### config.mk
export PLATFORM = sky130hd
export DESIGN_NAME = i2f_iter
export DESIGN_NICKNAME = d
export VERILOG_FILES = /design/src/rtl/fpu_pkg.sv /design/src/rtl/fp_round.sv /design/src/rtl/i2f_iter.sv
export SDC_FILE = /design/constraint.sdc
export NUM_CORES = 1
export LEC_CHECK = 0
export CAP_MARGIN = 20
export CORE_UTILIZATION = 40
export CTS_CLUSTER_DIAMETER = 150
export CTS_CLUSTER_SIZE = 24
export DETAILED_ROUTE_END_ITERATION = 8
export SLEW_MARGIN = 20
export SYNTH_ARGS = -nofsm -noshare
export SYNTH_HDL_FRONTEND = slang
export SYNTH_SLANG_ARGS = --single-unit
### constraint.sdc
create_clock -name clk -period 3.69 [get_ports clk]
set_clock_uncertainty 0.1 [all_clocks]
set_input_delay 0.369 -clock clk [delete_from_list [all_inputs] [get_ports clk]]
set_output_delay 0.369 -clock clk [all_outputs]
set_load 0.02 [all_outputs]
### src/rtl/fpu_pkg.sv
// fpu_pkg: shared FPU constants, rounding modes and the i2f state encoding
package fpu_pkg;
  localparam logic [1:0] RM_RNE = 2'b00;
  localparam logic [1:0] RM_RDN = 2'b01;
  localparam logic [1:0] RM_RUP = 2'b10;
  localparam logic [1:0] RM_RTZ = 2'b11;
  localparam int BIAS = 127;
  localparam int EXP_W = 8;
  localparam int FRAC_W = 23;
  typedef enum logic [1:0] {IDLE, NORM, ROUND, DONE} i2f_state_t;
endpackage

### src/rtl/fp_round.sv
// fp_round: rounds a normalized 32-bit magnitude (hidden bit dropped) to single precision
module fp_round
  import fpu_pkg::*;
(
  input  logic             sign,
  input  logic [EXP_W-1:0] exp,
  input  logic [30:0]      mag,
  input  logic [1:0]       rm,
  output logic [31:0]      d,
  output logic             inexact
);
  logic [FRAC_W-1:0] frac;
  logic              g;
  logic              st;
  logic              inc;
  logic [FRAC_W:0]   sum;
  // guard/sticky extraction, mode-dependent increment, carry folds into the exponent
  always_comb begin
    frac = mag[30:8];
    g = mag[7];
    st = |mag[6:0];
    inexact = g | st;
    inc = rm == RM_RNE ? g & (st | frac[0]) :
          rm == RM_RDN ? sign & inexact :
          rm == RM_RUP ? ~sign & inexact : 1'b0;
    sum = {1'b0, frac} + {{FRAC_W{1'b0}}, inc};
    d = {sign, exp + {{(EXP_W-1){1'b0}}, sum[FRAC_W]}, sum[FRAC_W-1:0]};
  end
endmodule

### src/rtl/i2f_iter.sv
// i2f_iter: iterative 32-bit integer to single-precision float converter with valid/ready handshakes
module i2f_iter
  import fpu_pkg::*;
#(
  parameter logic SIGNED = 1'b1
) (
  input  logic        clk,
  input  logic        clrn,
  input  logic        in_valid,
  output logic        in_ready,
  input  logic [31:0] a,
  input  logic [1:0]  rm,
  output logic        out_valid,
  input  logic        out_ready,
  output logic [31:0] d,
  output logic        p_lost
);
  i2f_state_t       state;
  logic             sign;
  logic [31:0]      mag;
  logic [EXP_W-1:0] exp;
  logic [1:0]       rm_q;
  logic [2:0]       step;
  logic [4:0]       sh;
  logic [31:0]      mask;
  logic [31:0]      rd;
  logic             rinexact;
  assign sh = 5'd16 >> step;
  assign mask = ~(32'hFFFF_FFFF >> sh);
  fp_round u_round (
    .sign    (sign),
    .exp     (exp),
    .mag     (mag[30:0]),
    .rm      (rm_q),
    .d       (rd),
    .inexact (rinexact)
  );
  // control FSM: accept, 5 binary-search normalize steps, round, hold until consumed
  always_ff @(posedge clk or negedge clrn) begin
    if (!clrn) begin
      state <= IDLE;
      in_ready <= 1'b1;
      out_valid <= 1'b0;
      d <= '0;
      p_lost <= 1'b0;
      sign <= 1'b0;
      mag <= '0;
      exp <= '0;
      rm_q <= '0;
      step <= '0;
    end else begin
      case (state)
        IDLE: if (in_valid) begin
          sign <= SIGNED & a[31];
          mag <= (SIGNED & a[31]) ? ~a + 32'd1 : a;
          exp <= EXP_W'(BIAS + 31);
          rm_q <= rm;
          step <= '0;
          in_ready <= 1'b0;
          state <= NORM;
        end
        NORM: begin
          if ((mag & mask) == '0) begin
            mag <= mag << sh;
            exp <= exp - {3'b000, sh};
          end
          step <= step + 3'd1;
          if (step == 3'd4) state <= ROUND;
        end
        ROUND: begin
          d <= mag == '0 ? '0 : rd;
          p_lost <= mag != '0 & rinexact;
          out_valid <= 1'b1;
          state <= DONE;
        end
        DONE: if (out_ready) begin
          out_valid <= 1'b0;
          in_ready <= 1'b1;
          state <= IDLE;
        end
        default: state <= IDLE;
      endcase
    end
  end
endmodule

# After elaboration in Yosys (flattened, before gate mapping)
# Cells that the tools add are included.
[totals]
ff_bits = 83
in_bits = 38
[classes]
eq_ne = 10
reduce_logical = 15
mux = 22
bitwise = 10
shift = 3
addsub = 5
[ops]
columns = ["op", "n"]
rows = [
  ["2-to-1 mux 32 bit", 4],
  ["zero test 32 bit", 2],
  ["inverter 32 bit", 2],
  ["one-hot mux 32 bit (2 select lines)", 1],
  ["adder 32 x 1 -> 32 bit, second input constant", 1],
  ["bitwise AND 32 bit", 1],
  ["nonzero test 32 bit", 1],
  ["left shift 32 x 5 -> 32 bit", 1],
  ["right shift 32 x 5 -> 32 bit, first input constant", 1],
  ["adder 23 x 1 -> 24 bit", 1],
  ["2-to-1 mux 8 bit", 2],
  ["one-hot mux 8 bit (2 select lines)", 1],
  ["AND reduction 3 bit", 3],
  ["adder 8 x 1 -> 8 bit", 1],
  ["!= test 2 bit, second input constant", 4],
  ["one-hot mux 2 bit (4 select lines)", 1],
  ["subtractor 8 x 5 -> 8 bit", 1],
  ["OR reduction 7 bit", 1],
  ["equality test 2 bit, second input constant", 3],
  ["2-to-1 mux 1 bit", 6],
  ["2-to-1 mux 2 bit", 3],
  ["one-hot mux 3 bit (2 select lines)", 1],
  ["AND reduction 2 bit", 3],
  ["nonzero test 2 bit", 3],
  ["10 further kinds", 17],
]

# Depth between registers and ports, before layout
[depth]
depth_word = 9
ltp_mapped = 16
depth_no_buf = 16

# Modules after synthesis
# From an unflattened synthesis, not the netlist that was laid out.
[unflattened]
cells_unflattened = 847
hier_area_um2 = 7130.6
[by_module_without_submodules]
columns = ["mod", "area_each_um2", "seq_area_each_um2", "cells_each", "instances"]
rows = [
  ["i2f_iter", 6471.2, 2078.2, 754, 1],
  ["fp_round", 659.4, 0.0, 93, 1],
]

# Least setup slack after synthesis
# OpenSTA, ideal clock, no wires.
[synth_path]
path_kind = "register -> register"
from = "register step[0]"
to = "register exp[5]"
path_stages_with_launch = 16
required_ns = 3.524
synth_period_minus_slack_ns = 3.220
setup_slack_ns = 0.470
arrival_time_ns = 3.054
cell_sequence = "dfrtp_1 inv_1 ha_1 buf_2 inv_1 nor2_1 inv_1 buf_2 buf_1 ha_1 o21ai_0 a21boi_0 o21ai_0 nand2b_1 or4_1 nand2_1"
[synth_between]
elab_chain_len = 7
[synth_lines]
columns = ["element", "line_no", "rtl"]
rows = [
  ["from (decl)", "i2f_iter.sv:23", "logic [2:0] step;"],
  ["from (signal assigned)", "i2f_iter.sv:67", "step <= step + 3'd1;"],
  ["right shift 5 x 3 -> 5 bit *", "i2f_iter.sv:28", "assign sh = 5'd16 >> step;"],
  ["right shift 32 x 5 -> 32 bit", "i2f_iter.sv:29", "assign mask = ~(32'hFFFF_FFFF >> sh);"],
  ["inverter 32 bit", "i2f_iter.sv:29", ""],
  ["bitwise AND 32 bit", "i2f_iter.sv:63", "if ((mag & mask) == '0) begin"],
  ["zero test 32 bit", "i2f_iter.sv:63", ""],
  ["!= test 2 bit (no source line)", "-", ""],
  ["AND reduction 3 bit (no source line)", "-", ""],
  ["to (signal assigned)", "i2f_iter.sv:56", "exp <= EXP_W'(BIAS + 31);"],
  ["to (signal assigned)", "i2f_iter.sv:65", "exp <= exp - {3'b000, sh};"],
  ["to (decl)", "i2f_iter.sv:21", "logic [EXP_W-1:0] exp;"],
]
# Mark *: on every way between the ends. The rest lies on a longest branch, timed or not. The select of a mux whose other input is x is not followed.
# A chain may end at the register's enable or synchronous reset.

# Worst setup path after layout
[layout_path]
from = "register step[0]"
to = "register mag[27]"
[layout_between]
elab_chain_len = 7
[layout_lines]
columns = ["element", "line_no", "rtl"]
rows = [
  ["right shift 5 x 3 -> 5 bit *", "i2f_iter.sv:28", ""],
  ["right shift 32 x 5 -> 32 bit", "i2f_iter.sv:29", ""],
  ["inverter 32 bit", "i2f_iter.sv:29", ""],
  ["bitwise AND 32 bit", "i2f_iter.sv:63", ""],
  ["zero test 32 bit", "i2f_iter.sv:63", ""],
  ["!= test 2 bit (no source line)", "-", ""],
  ["AND reduction 3 bit (no source line)", "-", ""],
  ["to (signal assigned)", "i2f_iter.sv:55", "mag <= (SIGNED & a[31]) ? ~a + 32'd1 : a;"],
  ["to (signal assigned)", "i2f_iter.sv:64", "mag <= mag << sh;"],
  ["to (decl)", "i2f_iter.sv:20", "logic [31:0] mag;"],
]
# Marked as above.

==> out/qor.txt <==
First-pass GRT wire length = 38900 um
Ys flop type = dfrtp_1
Post-synthesis sequential area ratio = 29.5%
Crit path DAT = 3.57 ns
Via density = 6.03
Yosys cell types = 77
Pwr Density = 1010 mW/mm^2
HP Class = reg -> reg
Startpoint types = flop
P_leak = 3.47 nW
Num CTS Buffers = 9
Final worst path period share = 93.3%
Clock Tree Buf Depth = 2
Slew at the pin closest to its max-slew limit = 0.760 ns
Max Cap Viol = 0
Root buffer cell = clkbuf_16
Clock slew at reported path FFs = 0.07 ns
Post-synthesis async set-or-reset flop share = 100%
Max VDD drop = 0.405 mV
Final RePlAce weighted congestion = 0.997
Area Growth Syn to Fin = 22.5%
Minimum clock period = 3.44 ns
Crit Path Max Fanout = 12
Ports = 73
Critical Path RT = 3.81 ns
TritonCTS clock tree = yes
Outcome = finished clean
Sum of negative setup slack = 0 ns
DPL Wire Length = 18300 um
Nets = 1017
Post-Route WL = 24700 um
Core Box Area = 0.0172 mm^2
Final setup fails = 0
Total global-route track usage = 28.1%
Max Fclk = 0.291 GHz
RSZ-0062 raised after global routing = false
# Post-CTS Setup Buffers = 0
Buffers on Ports = 72
H-tree depth = 3
Slew margin rel. = 49.4%
Synthesized Nets = 931
Clk_lat worst skew = 0.35 ns
Syn_area_per_cell = 8.08 um^2
Gr ovfl total = 0
WL/cell = 20.8 um
Post-route insts no fill = 1189
Die ar. = 0.0182 mm^2
Hold Violations, Final = 0
Die Width = 135 um
Crit Path Category = reg -> reg
Largest net degree at the start of global routing = 78
Commonest non-fill, non-tap cells in the layout = nand2_1 (101), dfrtp_1 (82), clkdlybuf4s50_1 (71)
Yosys reg bits = 83
Synthesis Warnings = 0
Post-synth EDFFs = 0
Commonest non-fill, non-tap cell in the layout = nand2_1
Die Y = 135 um
DRC = 0
Starting Density = 40.9%
DRT antenna net count = 0
Vias in the first global route = 6623
Antenna diodes = 0
Via Count = 7165
Initial antenna violation count = 0
Fraction of layout cells with a size suffix above 1 = 13.9%
Cell count after placement = 1172
Rows = 48
Drt initial violations = 994
Final Max Tran Viols = 0
Synthesized area = 0.00706 mm^2
Drt pass-1 iters = 7
CP Capture Type = flop
Clock sinks = 83
Synth Instances = 873
## synth_stat cells (3+ instances only)
| cell | n | area (um^2) |
|---|---|---|
| a2111oi_0 | 3 | 26.3 |
| nand4_1 | 5 | 31.3 |
| nor4_1 | 10 | 62.6 |
| or2_2 | 7 | 43.8 |
| a21oi_1 | 36 | 180 |
| a211oi_1 | 11 | 82.6 |
| mux2i_1 | 31 | 310 |
| or3_1 | 6 | 37.5 |
| nand3_1 | 19 | 95.1 |
| and3_1 | 7 | 43.8 |
| nor2_1 | 69 | 259 |
| nor3_1 | 17 | 85.1 |
| a22oi_1 | 6 | 45.0 |
| mux4_2 | 8 | 180 |
| o2111ai_1 | 4 | 35.0 |
| nor2b_1 | 10 | 62.6 |
| o21ai_0 | 51 | 255 |
| nand2_1 | 101 | 379 |
| dfrtp_1 | 82 | 2050 |
| clkbuf_1 | 45 | 169 |
| xnor2_1 | 22 | 193 |
| a21o_1 | 4 | 30.0 |
| xor2_1 | 37 | 324 |
| o22ai_1 | 46 | 288 |
| and2_1 | 3 | 18.8 |
| nand2b_1 | 6 | 37.5 |
| o211ai_1 | 7 | 52.6 |
| mux2_2 | 11 | 124 |
| o21a_1 | 14 | 105 |
| o31ai_1 | 9 | 67.6 |
| ha_1 | 19 | 238 |
| o221ai_1 | 9 | 78.8 |
| o32a_1 | 3 | 30.0 |
| buf_2 | 15 | 75.1 |
| a221oi_1 | 5 | 43.8 |
| buf_1 | 6 | 22.5 |
| clkinv_1 | 3 | 11.3 |
| o22a_1 | 4 | 35.0 |
| inv_1 | 55 | 206 |
| or4_1 | 5 | 37.5 |
| o41ai_1 | 3 | 26.3 |
| a31oi_1 | 11 | 68.8 |
## what timing repair did
| action | 4_1_cts | 5_1_grt |
|---|---|---|
| setup endpoints to repair | 0 | 2 |
| resized for setup | 0 | 2 |
| hold endpoints to repair | 0 | 1 |
| hold buffers | 0 | 1 |
## state kept, by name (all words and copies together) (netlist names)
register,flops
out_valid,1
state,2
mag,32
step,3
sign,1
d,32
exp,8
rm_q,2
in_ready,1
p_lost,1
## stage by stage
stage / instance area, um^2 / utilization (%) / hold slack, ns / total power [W] / setup WS [ns]
global placement: 8330 / 48.3 / 0.406 / 0.00761 / 0.221
floorplan: 7060 / - / -0.0266 / 0.00537 / 0.470
finish: 8650 / 50.2 / 0.428 / 0.00877 / 0.249
detailed placement: 8330 / 48.3 / 0.418 / 0.00764 / 0.214
global route: 8650 / 50.2 / 0.444 / 0.00926 / 0.00468
CTS: 8630 / 50.0 / 0.149 / 0.00859 / 0.180
## power by group
group / internal (W) / switching (W)
Combinational: 0.00247 / 0.00346
Clock: 0.000501 / 0.000411
Sequential: 0.00134 / 0.000584
## worst max-delay path, stage by stage, from the launching register on
cell and delay (ns):
dfrtp_1 0.45, inv_1 0.14, ha_1 0.50, nand2_1 0.22
inv_2 0.28, mux2i_1 0.37, nand2_1 0.08, o21ai_0 0.24
o22ai_1 0.30, a221oi_1 0.39, buf_4 0.17, o22ai_1 0.06
## per-layer routing
layer | track usage [%] | wire [um] | up-vias
met5 | 0 | 0 | -
met2 | 41.2 | 10600 | 434
li1 | - | - | 3338
met4 | 11.4 | 774 | 0
met3 | 5.78 | 2320 | 65
met1 | 40.0 | 11000 | 3328
## cell type report
| class | count | area (um^2) |
|---|---|---|
| clock buffers | 11 | 253 |
| clock inverters | 5 | 42.5 |
| fillers | 1664 | 8590 |
| inverters | 60 | 225 |
| multi-input cells | 659 | 4450 |
| flip-flops and latches | 83 | 2080 |
| well taps | 225 | 282 |
| repair buffers | 146 | 1320 |
## path summary, 6_finish.rpt
path                            slack, ns     from  cells past startpoint        end
worst max-delay path                 0.25  step[0]                     11    mag[27]
min in group asynchronous            0.49     clrn                      2  out_valid
worst min-delay path                 0.43    d[11]                      2      d[11]
worst min register to register       0.43    d[11]                      2      d[11]
max in group asynchronous            2.41     clrn                      3      d[29]
worst max register to register       0.25  step[0]                     11    mag[27]
## logic make-up (layout without fill, tap and decap cells)
kind of cell,Yosys count,after routing,share of synthesized area (%)
muxes,50,50,8.71
DFF,83,83,29.5
adders and majority gates,20,20,3.65
xor gates and xnor gates,59,59,7.32
AOI/OAI and AO/OA,254,254,24.6
buffers and inverters,131,222,7.69
and+or+nand+nor,276,276,18.6
Power figures use the tool's default switching activity.
